===== config.mk =====
export PLATFORM = sky130hd
export DESIGN_NAME = uart_cmd_parser
export DESIGN_NICKNAME = d
export VERILOG_FILES = /design/src/rtl/uart_cmd_pkg.sv /design/src/rtl/uart_cmd_timeout.sv /design/src/rtl/uart_cmd_parser.sv
export SDC_FILE = /design/constraint.sdc
export NUM_CORES = 1
export LEC_CHECK = 0
export ABC_AREA = 1
export ABC_CLOCK_PERIOD_IN_PS = 2900
export BUFFER_PORTS_ARGS = -buffer_cell sky130_fd_sc_hd__buf_2
export CAP_MARGIN = 20
export CORE_UTILIZATION = 45
export CTS_CLUSTER_DIAMETER = 30
export CTS_CLUSTER_SIZE = 10
export DETAILED_ROUTE_END_ITERATION = 16
export GPL_TIMING_DRIVEN = 0
export MAX_ROUTING_LAYER = met4
export RECOVER_POWER = 100
export SYNTH_ARGS = -nofsm -noshare
export SYNTH_HDL_FRONTEND = slang
export SYNTH_SLANG_ARGS = --single-unit

===== constraint.sdc =====
create_clock -name sys_clk -period 2.9 [get_ports sys_clk]
set_clock_uncertainty 0.2 [all_clocks]
set_input_delay 0.29 -clock sys_clk [delete_from_list [all_inputs] [get_ports sys_clk]]
set_output_delay 0.29 -clock sys_clk [all_outputs]
set_load 0.05 [all_outputs]

===== src/rtl/uart_cmd_pkg.sv =====
// Shared constants and state encoding for the UART command parser.
package uart_cmd_pkg;

  localparam logic [7:0] HDR     = 8'hA5;
  localparam logic [7:0] ACK     = 8'h5A;
  localparam logic [7:0] NAK     = 8'hEE;
  localparam logic [7:0] CMD_WR  = 8'h01;
  localparam logic [7:0] CMD_RD  = 8'h02;
  localparam logic [7:0] MAX_LEN = 8'd16;

  localparam logic [3:0] ST_IDLE   = 4'd0;
  localparam logic [3:0] ST_CMD    = 4'd1;
  localparam logic [3:0] ST_ADDR   = 4'd2;
  localparam logic [3:0] ST_LEN    = 4'd3;
  localparam logic [3:0] ST_DATA   = 4'd4;
  localparam logic [3:0] ST_CSUM   = 4'd5;
  localparam logic [3:0] ST_TX     = 4'd6;
  localparam logic [3:0] ST_NEXT   = 4'd7;
  localparam logic [3:0] ST_RDWAIT = 4'd8;

  function automatic logic len_ok(input logic [7:0] len);
    return (len != 8'd0) && (len <= MAX_LEN);
  endfunction

endpackage


===== src/rtl/uart_cmd_timeout.sv =====
// Inter-byte timeout: reloadable down-counter, expire_o flags terminal count while enabled.
module uart_cmd_timeout #(
  parameter int TIMEOUT_CYC = 1000000
) (
  input  logic sys_clk,
  input  logic sys_rst_n,
  input  logic load_i,
  input  logic en_i,
  output logic expire_o
);

  localparam int              CW       = $clog2(TIMEOUT_CYC + 1);
  localparam logic [CW-1:0]   LOAD_VAL = CW'(TIMEOUT_CYC - 1);

  logic [CW-1:0] cnt_q, cnt_d;

  always_comb begin
    cnt_d = cnt_q;
    if (load_i)
      cnt_d = LOAD_VAL;
    else if (en_i && (cnt_q != '0))
      cnt_d = cnt_q - CW'(1);
  end

  always_ff @(posedge sys_clk) begin
    if (!sys_rst_n)
      cnt_q <= '0;
    else
      cnt_q <= cnt_d;
  end

  // A reload in the same cycle always beats expiry.
  assign expire_o = en_i && !load_i && (cnt_q == '0);

endmodule


===== src/rtl/uart_cmd_parser.sv =====
// Byte-stream command parser: writes/reads a 16-entry external BRAM and answers over the UART TX handshake.
//
// state     | meaning
// ----------+--------------------------------------------------
// ST_IDLE   | hunting for header 0xA5, other bytes dropped
// ST_CMD    | expecting command byte
// ST_ADDR   | expecting address byte (upper nibble must be 0)
// ST_LEN    | expecting length byte (1..16)
// ST_DATA   | write payload, each byte written on arrival
// ST_CSUM   | expecting checksum byte
// ST_TX     | byte on tx_data, send_en high until tx_done
// ST_NEXT   | send_en low gap, choose next response byte
// ST_RDWAIT | waiting RD_LAT cycles for douta
module uart_cmd_parser
  import uart_cmd_pkg::*;
#(
  parameter int RD_LAT      = 1,
  parameter int TIMEOUT_CYC = 1000000
) (
  input  logic       sys_clk,
  input  logic       sys_rst_n,
  input  logic [7:0] rx_data,
  input  logic       rx_done,
  output logic       wea,
  output logic [3:0] addra,
  output logic [7:0] dina,
  input  logic [7:0] douta,
  output logic [7:0] tx_data,
  output logic       send_en,
  input  logic       tx_done,
  output logic       err
);

  localparam int RW = (RD_LAT > 1) ? $clog2(RD_LAT + 1) : 1;

  logic [3:0]    state_q, state_d;
  logic          is_rd_q, is_rd_d;
  logic [3:0]    base_q, base_d;
  logic [4:0]    len_q, len_d;
  logic [4:0]    idx_q, idx_d;
  logic [7:0]    csum_q, csum_d;
  logic          last_q, last_d;
  logic [RW-1:0] rdw_q, rdw_d;
  logic          wea_q, wea_d;
  logic [3:0]    addra_q, addra_d;
  logic [7:0]    dina_q, dina_d;
  logic [7:0]    tx_data_q, tx_data_d;
  logic          send_en_q, send_en_d;
  logic          err_q, err_d;

  logic nak;
  logic rx_state;
  logic to_load, to_en, to_expire;

  assign rx_state = (state_q <= ST_CSUM);
  assign to_load  = rx_done && rx_state;
  assign to_en    = rx_state && (state_q != ST_IDLE);

  uart_cmd_timeout #(
    .TIMEOUT_CYC (TIMEOUT_CYC)
  ) u_timeout (
    .sys_clk   (sys_clk),
    .sys_rst_n (sys_rst_n),
    .load_i    (to_load),
    .en_i      (to_en),
    .expire_o  (to_expire)
  );

  always_comb begin
    state_d   = state_q;
    is_rd_d   = is_rd_q;
    base_d    = base_q;
    len_d     = len_q;
    idx_d     = idx_q;
    csum_d    = csum_q;
    last_d    = last_q;
    rdw_d     = rdw_q;
    wea_d     = 1'b0;
    addra_d   = addra_q;
    dina_d    = dina_q;
    tx_data_d = tx_data_q;
    send_en_d = send_en_q;
    err_d     = 1'b0;
    nak       = 1'b0;

    if (to_expire) begin
      err_d   = 1'b1;
      state_d = ST_IDLE;
    end else begin
      case (state_q)
        ST_IDLE: begin
          if (rx_done && (rx_data == HDR)) begin
            csum_d  = 8'h00;
            idx_d   = 5'd0;
            state_d = ST_CMD;
          end
        end
        ST_CMD: begin
          if (rx_done) begin
            csum_d  = csum_q ^ rx_data;
            is_rd_d = (rx_data == CMD_RD);
            if ((rx_data == CMD_WR) || (rx_data == CMD_RD))
              state_d = ST_ADDR;
            else
              nak = 1'b1;
          end
        end
        ST_ADDR: begin
          if (rx_done) begin
            csum_d = csum_q ^ rx_data;
            base_d = rx_data[3:0];
            if (rx_data[7:4] != 4'h0)
              nak = 1'b1;
            else
              state_d = ST_LEN;
          end
        end
        ST_LEN: begin
          if (rx_done) begin
            csum_d = csum_q ^ rx_data;
            len_d  = rx_data[4:0];
            if (!len_ok(rx_data))
              nak = 1'b1;
            else
              state_d = is_rd_q ? ST_CSUM : ST_DATA;
          end
        end
        ST_DATA: begin
          if (rx_done) begin
            csum_d  = csum_q ^ rx_data;
            wea_d   = 1'b1;
            dina_d  = rx_data;
            addra_d = base_q + idx_q[3:0];
            idx_d   = idx_q + 5'd1;
            if ((idx_q + 5'd1) == len_q)
              state_d = ST_CSUM;
          end
        end
        ST_CSUM: begin
          if (rx_done) begin
            if (rx_data != csum_q) begin
              nak = 1'b1;
            end else begin
              // Accumulator is reused as the XOR of bytes read back.
              csum_d    = 8'h00;
              idx_d     = 5'd0;
              tx_data_d = ACK;
              send_en_d = 1'b1;
              last_d    = 1'b0;
              state_d   = ST_TX;
            end
          end
        end
        ST_TX: begin
          if (tx_done) begin
            send_en_d = 1'b0;
            state_d   = ST_NEXT;
          end
        end
        ST_NEXT: begin
          if (last_q) begin
            state_d = ST_IDLE;
          end else if (!is_rd_q) begin
            tx_data_d = 8'h00;
            send_en_d = 1'b1;
            last_d    = 1'b1;
            state_d   = ST_TX;
          end else if (idx_q != len_q) begin
            addra_d = base_q + idx_q[3:0];
            rdw_d   = RW'(RD_LAT);
            state_d = ST_RDWAIT;
          end else begin
            tx_data_d = csum_q;
            send_en_d = 1'b1;
            last_d    = 1'b1;
            state_d   = ST_TX;
          end
        end
        ST_RDWAIT: begin
          if (rdw_q == '0) begin
            tx_data_d = douta;
            csum_d    = csum_q ^ douta;
            idx_d     = idx_q + 5'd1;
            send_en_d = 1'b1;
            state_d   = ST_TX;
          end else begin
            rdw_d = rdw_q - RW'(1);
          end
        end
        default: state_d = ST_IDLE;
      endcase
    end

    if (nak) begin
      err_d     = 1'b1;
      tx_data_d = NAK;
      send_en_d = 1'b1;
      last_d    = 1'b1;
      state_d   = ST_TX;
    end
  end

  always_ff @(posedge sys_clk) begin
    if (!sys_rst_n) begin
      state_q   <= ST_IDLE;
      is_rd_q   <= 1'b0;
      base_q    <= 4'h0;
      len_q     <= 5'd0;
      idx_q     <= 5'd0;
      csum_q    <= 8'h00;
      last_q    <= 1'b0;
      rdw_q     <= '0;
      wea_q     <= 1'b0;
      addra_q   <= 4'h0;
      dina_q    <= 8'h00;
      tx_data_q <= 8'h00;
      send_en_q <= 1'b0;
      err_q     <= 1'b0;
    end else begin
      state_q   <= state_d;
      is_rd_q   <= is_rd_d;
      base_q    <= base_d;
      len_q     <= len_d;
      idx_q     <= idx_d;
      csum_q    <= csum_d;
      last_q    <= last_d;
      rdw_q     <= rdw_d;
      wea_q     <= wea_d;
      addra_q   <= addra_d;
      dina_q    <= dina_d;
      tx_data_q <= tx_data_d;
      send_en_q <= send_en_d;
      err_q     <= err_d;
    end
  end

  assign wea     = wea_q;
  assign addra   = addra_q;
  assign dina    = dina_q;
  assign tx_data = tx_data_q;
  assign send_en = send_en_q;
  assign err     = err_q;

endmodule


==> results of run 1 <==
[cells by family (layout without fill, tap and decap cells)]
kind of cell,count (synthesis),in the layout,share of synthesized area
and+or+nand+nor,368,368,0.360
adders and majority gates,7,7,0.0214
xor gates and xnor gates,21,21,0.0414
buffers and inverters,111,168,0.105
DFF,72,72,0.325
AOI/OAI and AO/OA,124,124,0.148
[layer usage]
| layer | track usage | share of wire | up-vias | wire (µm) |
|---|---|---|---|---|
| li1 | - | - | 2353 | - |
| met1 | 0.335 | 0.48 | 2065 | 6040 |
| met2 | 0.439 | 0.46 | 90 | 5820 |
| met3 | 0.0483 | 0.034 | 18 | 421 |
| met4 | 0.0925 | 0.022 | 0 | 277 |
| met5 | - | 0 | - | 0 |
[worst reg2reg max path: cells and delay by family (launching register included)]
family | cells | cell delay [ps]
simple gates | 8 | 960
buf+inv | 3 | 750
compound gates | 1 | 200
flops | 1 | 300
[state kept, by name, summed over array words and instances (netlist names), 4 cells and up]
name	cells
u_timeout.cnt_q	20
csum_q	8
dina	8
tx_data	8
idx_q	5
len_q	5
addra	4
base_q	4
state_q	4
[report_power, final]
| part | internal [mW] | leakage (nW) | switching (mW) | total [mW] |
|---|---|---|---|---|
| Sequential | 1.20 | 0.589 | 0.154 | 1.35 |
| Combinational | 0.655 | 1.63 | 1.54 | 2.19 |
| Clock | 0.617 | 0.126 | 0.396 | 1.01 |
| Total | 2.47 | 2.34 | 2.09 | 4.56 |
[worst paths after layout]
path / depth (start not counted) / endpoint / start / slack [ps]
worst min-delay path: 3 / len_q[4]$_SDFFE_PN0P_ / rx_data[4] / 70
worst max-delay path: 12 / tx_data[1]$_SDFFE_PN0P_ / state_q[0]$_SDFFE_PP0P_ / 370
worst max register to register: 12 / tx_data[1]$_SDFFE_PN0P_ / state_q[0]$_SDFFE_PP0P_ / 370
worst min register to register: 2 / rdw_q$_SDFFE_PN0P_ / rdw_q$_SDFFE_PN0P_ / 270
[what timing repair did]
action	CTS	global route
setup endpoints to repair	0	0
hold endpoints to repair	1	0
hold buffers	1	0
[layout by cell type, fill, tap and decap left out, drive strengths merged]
cell and n:
o21ai 54, dlygate4sd3 1, xnor2 9, a21oi 54, nor3b 1, o211ai 4, clkinv 1, o31ai 1
nand3b 2, a31oi 7, nor4 1, nand4 10, o21bai 1, dfxtp 72, a211oi 3, nor2 106
nand3 44, xor2 12, clkinvlp 1, buf 27, inv 93, fa 1, nor3 11, ha 6
clkbuf 42, bufinv 3, or2 2, nand2 191
[area by class of cell]
class	instances	area (µm²)	area share
multi-input cells	520	2510	0.501
clock buffers	11	151	0.0302
plain buffers	18	110	0.0220
well taps	129	161	0.0323
repair buffers	41	180	0.0360
inverters	93	352	0.0702
clock inverters	5	103	0.0205
flip-flops and latches	72	1440	0.288
==> results.json, run 1 <==
{
  "outcome": "finished, final reports clean",
  "finalSetupTns_ps": 0,
  "dp.cells": 872,
  "synthArstFlopShare": 0,
  "path_common_cell": "nand2_1",
  "synthesis.nets": 730,
  "cts_max_level": 3,
  "row_count": 35,
  "syn-cell-area_um2": 4440,
  "syn_inst": 703,
  "rsz0062_at_grt": "false",
  "wirelength_mm": 12.6,
  "path_class": "flip-flop to flip-flop",
  "drc": 0,
  "cts_setup_buffers": 0,
  "grt_max_degree": 13,
  "grt_pass1_wl_mm": 20.5,
  "io_pins": 43,
  "design_area_um2": 5000,
  "max_stage_delay_ps": 470,
  "finalNonFillerCells": 889,
  "synth_top_area_frac": 0.325,
  "antenna_cells": 0,
  "synth.top_cells.by_count": "nand2_1 (183), nor2_1 (93), inv_1 (85)",
  "synth_edf_count": 0,
  "cts_root_buffer": "clkbuf_8",
  "synth_area_per_cell_um2": 6.31,
  "worst-path-buf-inv": 3,
  "wl_per_cell_um": 14.1,
  "area_growth_pct": 12.8,
  "setup-violations-final": 0,
  "cts_buffers": 9,
  "leakagePower_nw": 2.34,
  "crit_path_end_kind": "flip-flop",
  "final_util": 0.532,
  "hpwl_mm": 9.73,
  "grt.total_usage": 0.269,
  "drt.antenna.violating_nets": 0,
  "clock_path_buffers": 2,
  "cp_cell_sequence": "buf_4 > nor2_4 > nand2_4 > nor2_1 > clkbuf_1 > inv_1 > nand2_1 > o211ai_1 > nand2_1 > nand3_1 > nand2_1 > nor2_1",
  "synth_seq_cells": 72,
  "hold_viol": 0,
  "finish.net_count": 782,
  "ir_drop_v": 0.000424,
  "crit_arrival_ps": 2580,
  "cts.reportedPaths.clkPinSlew_ps": 70,
  "worstMarginPinSlew_ps": 660,
  "gp_congestion": 0.917,
  "insertion_delay_ps": 360,
  "nFillCells": 1030,
  "dr.pass1.iters": 5,
  "layout-drive-gt1-share": 0.0855,
  "power.total_mw": 4.56,
  "worst-endpoint-required_ps": 2950,
  "synth_cell_type_count": 37,
  "cellPowerDensity_nw_per_um2": 910,
  "finalCritPeriodShare": 0.871,
  "synthFlopType": "dfxtp_1",
  "cp-start-kind": "flip-flop",
  "overflow": 0,
  "clock-sinks": 72,
  "core_area_um2": 9420,
  "slowest_stage": "clkbuf_1",
  "synth_seq_area_share": 0.325,
  "fin_crit_ps": 2530,
  "relSlewSlack": 0.560,
  "port_buffers": 40,
  "holdWs_ps": 68.4,
  "yosys.area.top_type": "dfxtp_1",
  "yosys-top-cells-area": "dfxtp_1 (32%), nand2_1 (15%), nor2_1 (7.9%)",
  "dieWidth_um": 101,
  "slew_violations": 0,
  "place_ws_ps": 716,
  "dieArea_um2": 10300,
  "fmax_mhz": 396,
  "yosysWarningCount": 0,
  "path_delay_family": "simple AND/OR/NAND/NOR gates",
  "setup_ws_ps": 373,
  "initialDrtViolationCount": 212,
  "vias": 4526,
  "initial_utilization": 0.471,
  "viasPerCell": 5.09,
  "hp-class": "input port to flip-flop",
  "cts_tree": "built",
  "path_max_fanout": 10,
  "cts_resized": 0,
  "grt_antenna_before_repair": 0,
  "die_h_um": 101,
  "cap_violations": 0,
  "placed_area_um2": 4800,
  "synth.most_common_cell": "nand2_1",
  "grt_pass1_vias": 4263
}
No activity file was read; power rests on OpenSTA's default activity.
==> inputs of run 2 (changes only) <==
--- a/config.mk
+++ b/config.mk
@@ -9,13 +9,15 @@
 export ABC_CLOCK_PERIOD_IN_PS = 2900
 export BUFFER_PORTS_ARGS = -buffer_cell sky130_fd_sc_hd__buf_2
 export CAP_MARGIN = 20
-export CORE_UTILIZATION = 45
+export CORE_UTILIZATION = 54
 export CTS_CLUSTER_DIAMETER = 30
 export CTS_CLUSTER_SIZE = 10
 export DETAILED_ROUTE_END_ITERATION = 16
 export GPL_TIMING_DRIVEN = 0
 export MAX_ROUTING_LAYER = met4
+export PLACE_DENSITY = 0.74
 export RECOVER_POWER = 100
 export SYNTH_ARGS = -nofsm -noshare
 export SYNTH_HDL_FRONTEND = slang
 export SYNTH_SLANG_ARGS = --single-unit
+export TNS_END_PERCENT = 5
==> results.json, run 2 (synthesis gave the netlist of run 1 again) <==
{
  "outcome": "finished, final reports clean",
  "viasPerCell": 5.42,
  "hold_start": "rx_data[4]",
  "dieArea_um2": 8580,
  "wirelength_mm": 12.2,
  "dieWidth_um": 92.7,
  "placed_area_um2": 4770,
  "cts_root_buffer": "clkbuf_8",
  "cts_max_level": 3,
  "relSlewSlack": 0.529,
  "cts.reportedPaths.clkPinSlew_ps": 80,
  "vias": 4668,
  "die_h_um": 92.7,
  "finish.net_count": 782,
  "insertion_delay_ps": 360,
  "grt_pass1_vias": 4375,
  "drt.antenna.violating_nets": 0,
  "port_buffers": 40,
  "area_growth_pct": 10.5,
  "final_cell_mix": "nand2_1 (187), nor2_1 (97), inv_1 (85)",
  "min_to": "len_q[4]$_SDFFE_PN0P_",
  "worst-endpoint-required_ps": 2950,
  "cts_tree": "built",
  "hold_depth": 3,
  "top_register": "u_timeout.cnt_q",
  "final_common_cell": "nand2_1",
  "hp-class": "input port to flip-flop",
  "finalCritPeriodShare": 0.872,
  "worstMarginPinSlew_ps": 704,
  "rsz0062_at_grt": "false",
  "cp-start-kind": "flip-flop",
  "grt_antenna_before_repair": 0,
  "antenna_cells": 0,
  "grt_max_degree": 13,
  "ir_drop_v": 0.000554,
  "reg2reg_from": "state_q[0]$_SDFFE_PP0P_",
  "fmax_mhz": 396,
  "nFillCells": 807,
  "core_area_um2": 7850,
  "crit_path_end_kind": "flip-flop",
  "io_pins": 43,
  "drc": 0,
  "grt.total_usage": 0.310,
  "multi_input_area_um2": 2510,
  "path_max_fanout": 10,
  "design_area_um2": 4900,
  "initialDrtViolationCount": 194,
  "finalSetupTns_ps": 0,
  "clock-sinks": 72,
  "largest_reg_flops": 20,
  "holdWs_ps": 48.0,
  "initial_utilization": 0.566,
  "seq_area_um2": 1440,
  "regToRegEndpoint": "tx_data[1]$_SDFFE_PN0P_",
  "cap_violations": 0,
  "cts_resized": 0,
  "rrSetupSlack_ps": 370,
  "fin_crit_ps": 2530,
  "wl_per_cell_um": 14.2,
  "crit_arrival_ps": 2580,
  "setup-violations-final": 0,
  "dr.pass1.iters": 5,
  "row_count": 32,
  "path_class": "flip-flop to flip-flop",
  "overflow": 0,
  "leakagePower_nw": 2.31,
  "reg2reg_depth": 12,
  "grt_pass1_wl_mm": 20.2,
  "cts_buffers": 9,
  "gp_congestion": 0.937,
  "cellPowerDensity_nw_per_um2": 877,
  "slew_violations": 0,
  "hold_viol": 0,
  "layout-drive-gt1-share": 0.0855,
  "clock_path_buffers": 2,
  "hpwl_mm": 9.48
}
## run 2: changes by cell type in the layout (fill, tap and decap cells not counted), sizes merged
cell / delta
buf: -1
bufinv: -3
clkinv: +3
clkbuf: +1
## run 2: timing repair
| action | 4_1_cts | 5_1_grt |
|---|---|---|
| hold buffers | 1 | 0 |
| endpoints found under the hold margin | 1 | 0 |
| buffers inserted | 0 | 0 |
## run 2: how the worst max path moves through the flow
| stage | startpoint | endpoint | slack, ps |
|---|---|---|---|
| floorplan | u_timeout.cnt_q[0]$_SDFFE_PN0P_ | tx_data[1]$_SDFFE_PN0P_ | 1060 |
| global placement | state_q[0]$_SDFFE_PP0P_ | tx_data[1]$_SDFFE_PN0P_ | 710 |
| detailed placement | state_q[0]$_SDFFE_PP0P_ | tx_data[1]$_SDFFE_PN0P_ | 710 |
| CTS | rx_data[7] | state_q[0]$_SDFFE_PP0P_ | 560 |
| global route | u_timeout.cnt_q[0]$_SDFFE_PN0P_ | u_timeout.cnt_q[18]$_SDFFE_PN0P_ | 170 |
| finish | state_q[0]$_SDFFE_PP0P_ | tx_data[1]$_SDFFE_PN0P_ | 370 |
## run 2: per-layer routing
layer	global-route usage	wire length, µm
met4	0.0962	213
met5	-	0
met2	0.531	5880
met1	0.372	5470
met3	0.0509	648
## run 2: per-stage QoR
step / utilization / std cells / power, mW / setup slack (ps)
final: 0.625 / 862 / 4.30 / 372
after detailed placement: 0.607 / 845 / 3.59 / 710
after global routing: 0.625 / 862 / 4.66 / 173
after CTS: 0.632 / 862 / 4.34 / 563
after global placement: 0.607 / 845 / 3.54 / 712
after floorplan: - / 703 / 3.07 / 1060
## run 2: worst max-delay path, cell delays in order (launching register included)
cell and delay [ps]:
dfxtp_1 300, buf_4 160, nor2_4 190, nand2_4 60
nor2_1 220, clkbuf_1 440, inv_1 130, nand2_1 220
o211ai_1 200, nand2_1 100, nand3_1 80, nand2_1 80
nor2_1 40
## run 2: power by group
part | internal, mW | switching [mW]
Combinational | 0.655 | 1.54
Clock | 0.354 | 0.397
Sequential | 1.20 | 0.155
## run 2: cell type report
class                      count  share of cell area
multi-input combinational    520               0.512
sequential                    72               0.294
inverter                      93              0.0717
timing repair buffer          41              0.0367
clock buffer                  11              0.0309
tap                          102              0.0260
buffer                        18              0.0222
clock inverter                 5             0.00638
==> inputs of run 3 (changes only) <==
--- a/config.mk
+++ b/config.mk
@@ -14,9 +14,8 @@
 export CTS_CLUSTER_SIZE = 10
 export DETAILED_ROUTE_END_ITERATION = 16
 export GPL_TIMING_DRIVEN = 0
-export MAX_ROUTING_LAYER = met4
 export PLACE_DENSITY = 0.74
-export RECOVER_POWER = 100
+export RECOVER_POWER = 25
 export SYNTH_ARGS = -nofsm -noshare
 export SYNTH_HDL_FRONTEND = slang
 export SYNTH_SLANG_ARGS = --single-unit
==> results.json, run 3 (synthesis gave the netlist of run 1 again) <==
{
  "slew_violations": 0,
  "finalNonFillerCells": 862,
  "place_ws_ps": 696,
  "sw_frac_of_total": 0.466,
  "cp_cell_sequence": "dlygate4sd3_1 > buf_2 > inv_1 > nand2_1 > nor2_1 > nand2_1 > a21oi_1 > nor3_1 > nand2_2 > inv_1 > nor2_1 > nand2_1 > a21oi_1",
  "path_delay_family": "simple AND/OR/NAND/NOR gates",
  "hold_start": "rx_data[4]",
  "final_common_cell": "nand2_1",
  "die_h_um": 92.7,
  "initialDrtViolationCount": 228,
  "initial_utilization": 0.566,
  "drc": 0,
  "worst-endpoint-required_ps": 3000,
  "top_register": "u_timeout.cnt_q",
  "internal-power_mw": 2.46,
  "grt_max_degree": 14,
  "path_class": "input port to flip-flop",
  "fin_crit_ps": 2480,
  "dieArea_um2": 8580,
  "setup-violations-final": 0,
  "cts_resized": 0,
  "wirelength_mm": 12.4,
  "cp-start-kind": "input port",
  "rsz0062_at_grt": "false",
  "cts_max_level": 3,
  "grt_pass1_wl_mm": 20.1,
  "wl_per_cell_um": 14.4,
  "reg2reg_from": "idx_q[0]$_SDFFE_PN0P_",
  "finish.net_count": 782,
  "cp_num_cells": 13,
  "cellPowerDensity_nw_per_um2": 923,
  "path_common_cell": "nand2_1",
  "vias": 4721,
  "grt_pass1_vias": 4386,
  "nFillCells": 808,
  "seqPwrFrac": 0.293,
  "grt_antenna_before_repair": 0,
  "finalSetupTns_ps": 0,
  "hold_depth": 3,
  "rrSetupSlack_ps": 660,
  "cts_setup_buffers": 0,
  "slowest_stage": "dlygate4sd3_1",
  "cts_buffers": 9,
  "worst-path-buf-inv": 4,
  "path_max_fanout": 4,
  "viasPerCell": 5.48,
  "hp-class": "input port to flip-flop",
  "layout-drive-gt1-share": 0.103,
  "insertion_delay_ps": 370,
  "final_cell_mix": "nand2_1 (183), nor2_1 (93), inv_1 (85)",
  "io_pins": 43,
  "drt.antenna.violating_nets": 0,
  "outcome": "finished, final reports clean",
  "hpwl_mm": 9.29,
  "antenna_cells": 0,
  "ir_drop_v": 0.000587,
  "regToRegEndpoint": "state_q[2]$_SDFFE_PN0P_",
  "dp.cells": 845,
  "row_count": 32,
  "hold_viol": 0,
  "power_switching_mw": 2.15,
  "worstMarginPinSlew_ps": 711,
  "clock-sinks": 72,
  "worstSetupStartpoint": "rx_data[7]",
  "comb_power_share": 0.485,
  "cts_root_buffer": "clkbuf_8",
  "relSlewSlack": 0.526,
  "overflow": 0,
  "power_frac_clock": 0.222,
  "dieWidth_um": 92.7,
  "grt.total_usage": 0.301,
  "min_to": "len_q[4]$_SDFFE_PN0P_",
  "holdWs_ps": 25.8,
  "dr.pass1.iters": 5,
  "cts.reportedPaths.clkPinSlew_ps": 90,
  "area_growth_pct": 12.7,
  "largest_reg_flops": 20,
  "crit_arrival_ps": 2580,
  "port_buffers": 40,
  "max_stage_delay_ps": 540,
  "clock_path_buffers": 2,
  "finalCritPeriodShare": 0.855,
  "leakagePower_nw": 2.36,
  "setup_ws_ps": 420,
  "cts_tree": "built",
  "fmax_mhz": 403,
  "crit_path_end_kind": "flip-flop",
  "reg2reg_depth": 14,
  "cap_violations": 0,
  "gp_congestion": 0.939,
  "core_area_um2": 7850
}
run 3: cell count changes in the layout (fill, tap and decap cells not counted), moves of 2 or more:
cell and change:
nand2_2 +4, clkinv_2 -3, nand2_1 -4, nor2_1 -4
clkinv_4 +2, o21ai_0 -3, o21ai_1 +3, clkbuf_1 -5
buf_2 +5, bufinv_16 +3, nor2_2 +4
run 3: final cells by class:
| type | instances | area [µm²] | share of cell area |
|---|---|---|---|
| buffer | 18 | 114 | 0.0228 |
| clock buffer | 10 | 138 | 0.0275 |
| clock inverter | 6 | 116 | 0.0233 |
| inverter | 93 | 352 | 0.0703 |
| multi-input combinational | 520 | 2530 | 0.506 |
| sequential | 72 | 1440 | 0.288 |
| tap | 102 | 128 | 0.0255 |
| timing repair buffer | 41 | 181 | 0.0363 |
run 3: worst max path at each step:
stage                                    endpoint  slack (ps)
final                     state_q[0]$_SDFFE_PP0P_         420
after global routing      state_q[0]$_SDFFE_PP0P_         310
after CTS                 state_q[0]$_SDFFE_PP0P_         510
after detailed placement  state_q[0]$_SDFFE_PP0P_         700
after global placement    state_q[0]$_SDFFE_PP0P_         720
after floorplan           tx_data[1]$_SDFFE_PN0P_        1060
run 3: tightest hold or removal path, delay by kind of cell:
family,cells,cell delay (ps)
compound gates,1,60
buf+inv,1,130
simple gates,1,80
run 3: layer usage:
metal	vias up	GRT usage	wire length, µm
met5	-	0	0
met4	0	0.138	470
met3	35	0.0591	832
met2	172	0.513	5700
li1	2351	-	-
met1	2163	0.365	5370
run 3: what timing repair did:
item                                    4_1_cts  5_1_grt
hold buffers                                  1        0
endpoints found under the setup margin        0        0
endpoints found under the hold margin         1        0
run 3: through the flow:
| step | utilization | total power, mW | instance area [µm²] |
|---|---|---|---|
| finish | 0.637 | 4.62 | 5000 |
| global placement | 0.607 | 3.53 | 4770 |
| global route | 0.637 | 4.97 | 5000 |
| CTS | 0.641 | 4.61 | 5030 |
| detailed placement | 0.607 | 3.59 | 4770 |
| floorplan | - | 3.07 | 4440 |
run 3: power groups by stage:
stage	logic [mW]	clock network (mW)	registers (mW)
after floorplan	1.50	0	1.57
after global placement	2.17	0	1.36
after detailed placement	2.22	0	1.37
after CTS	2.23	1.03	1.35
after global routing	2.51	1.08	1.38
final	2.24	1.03	1.35
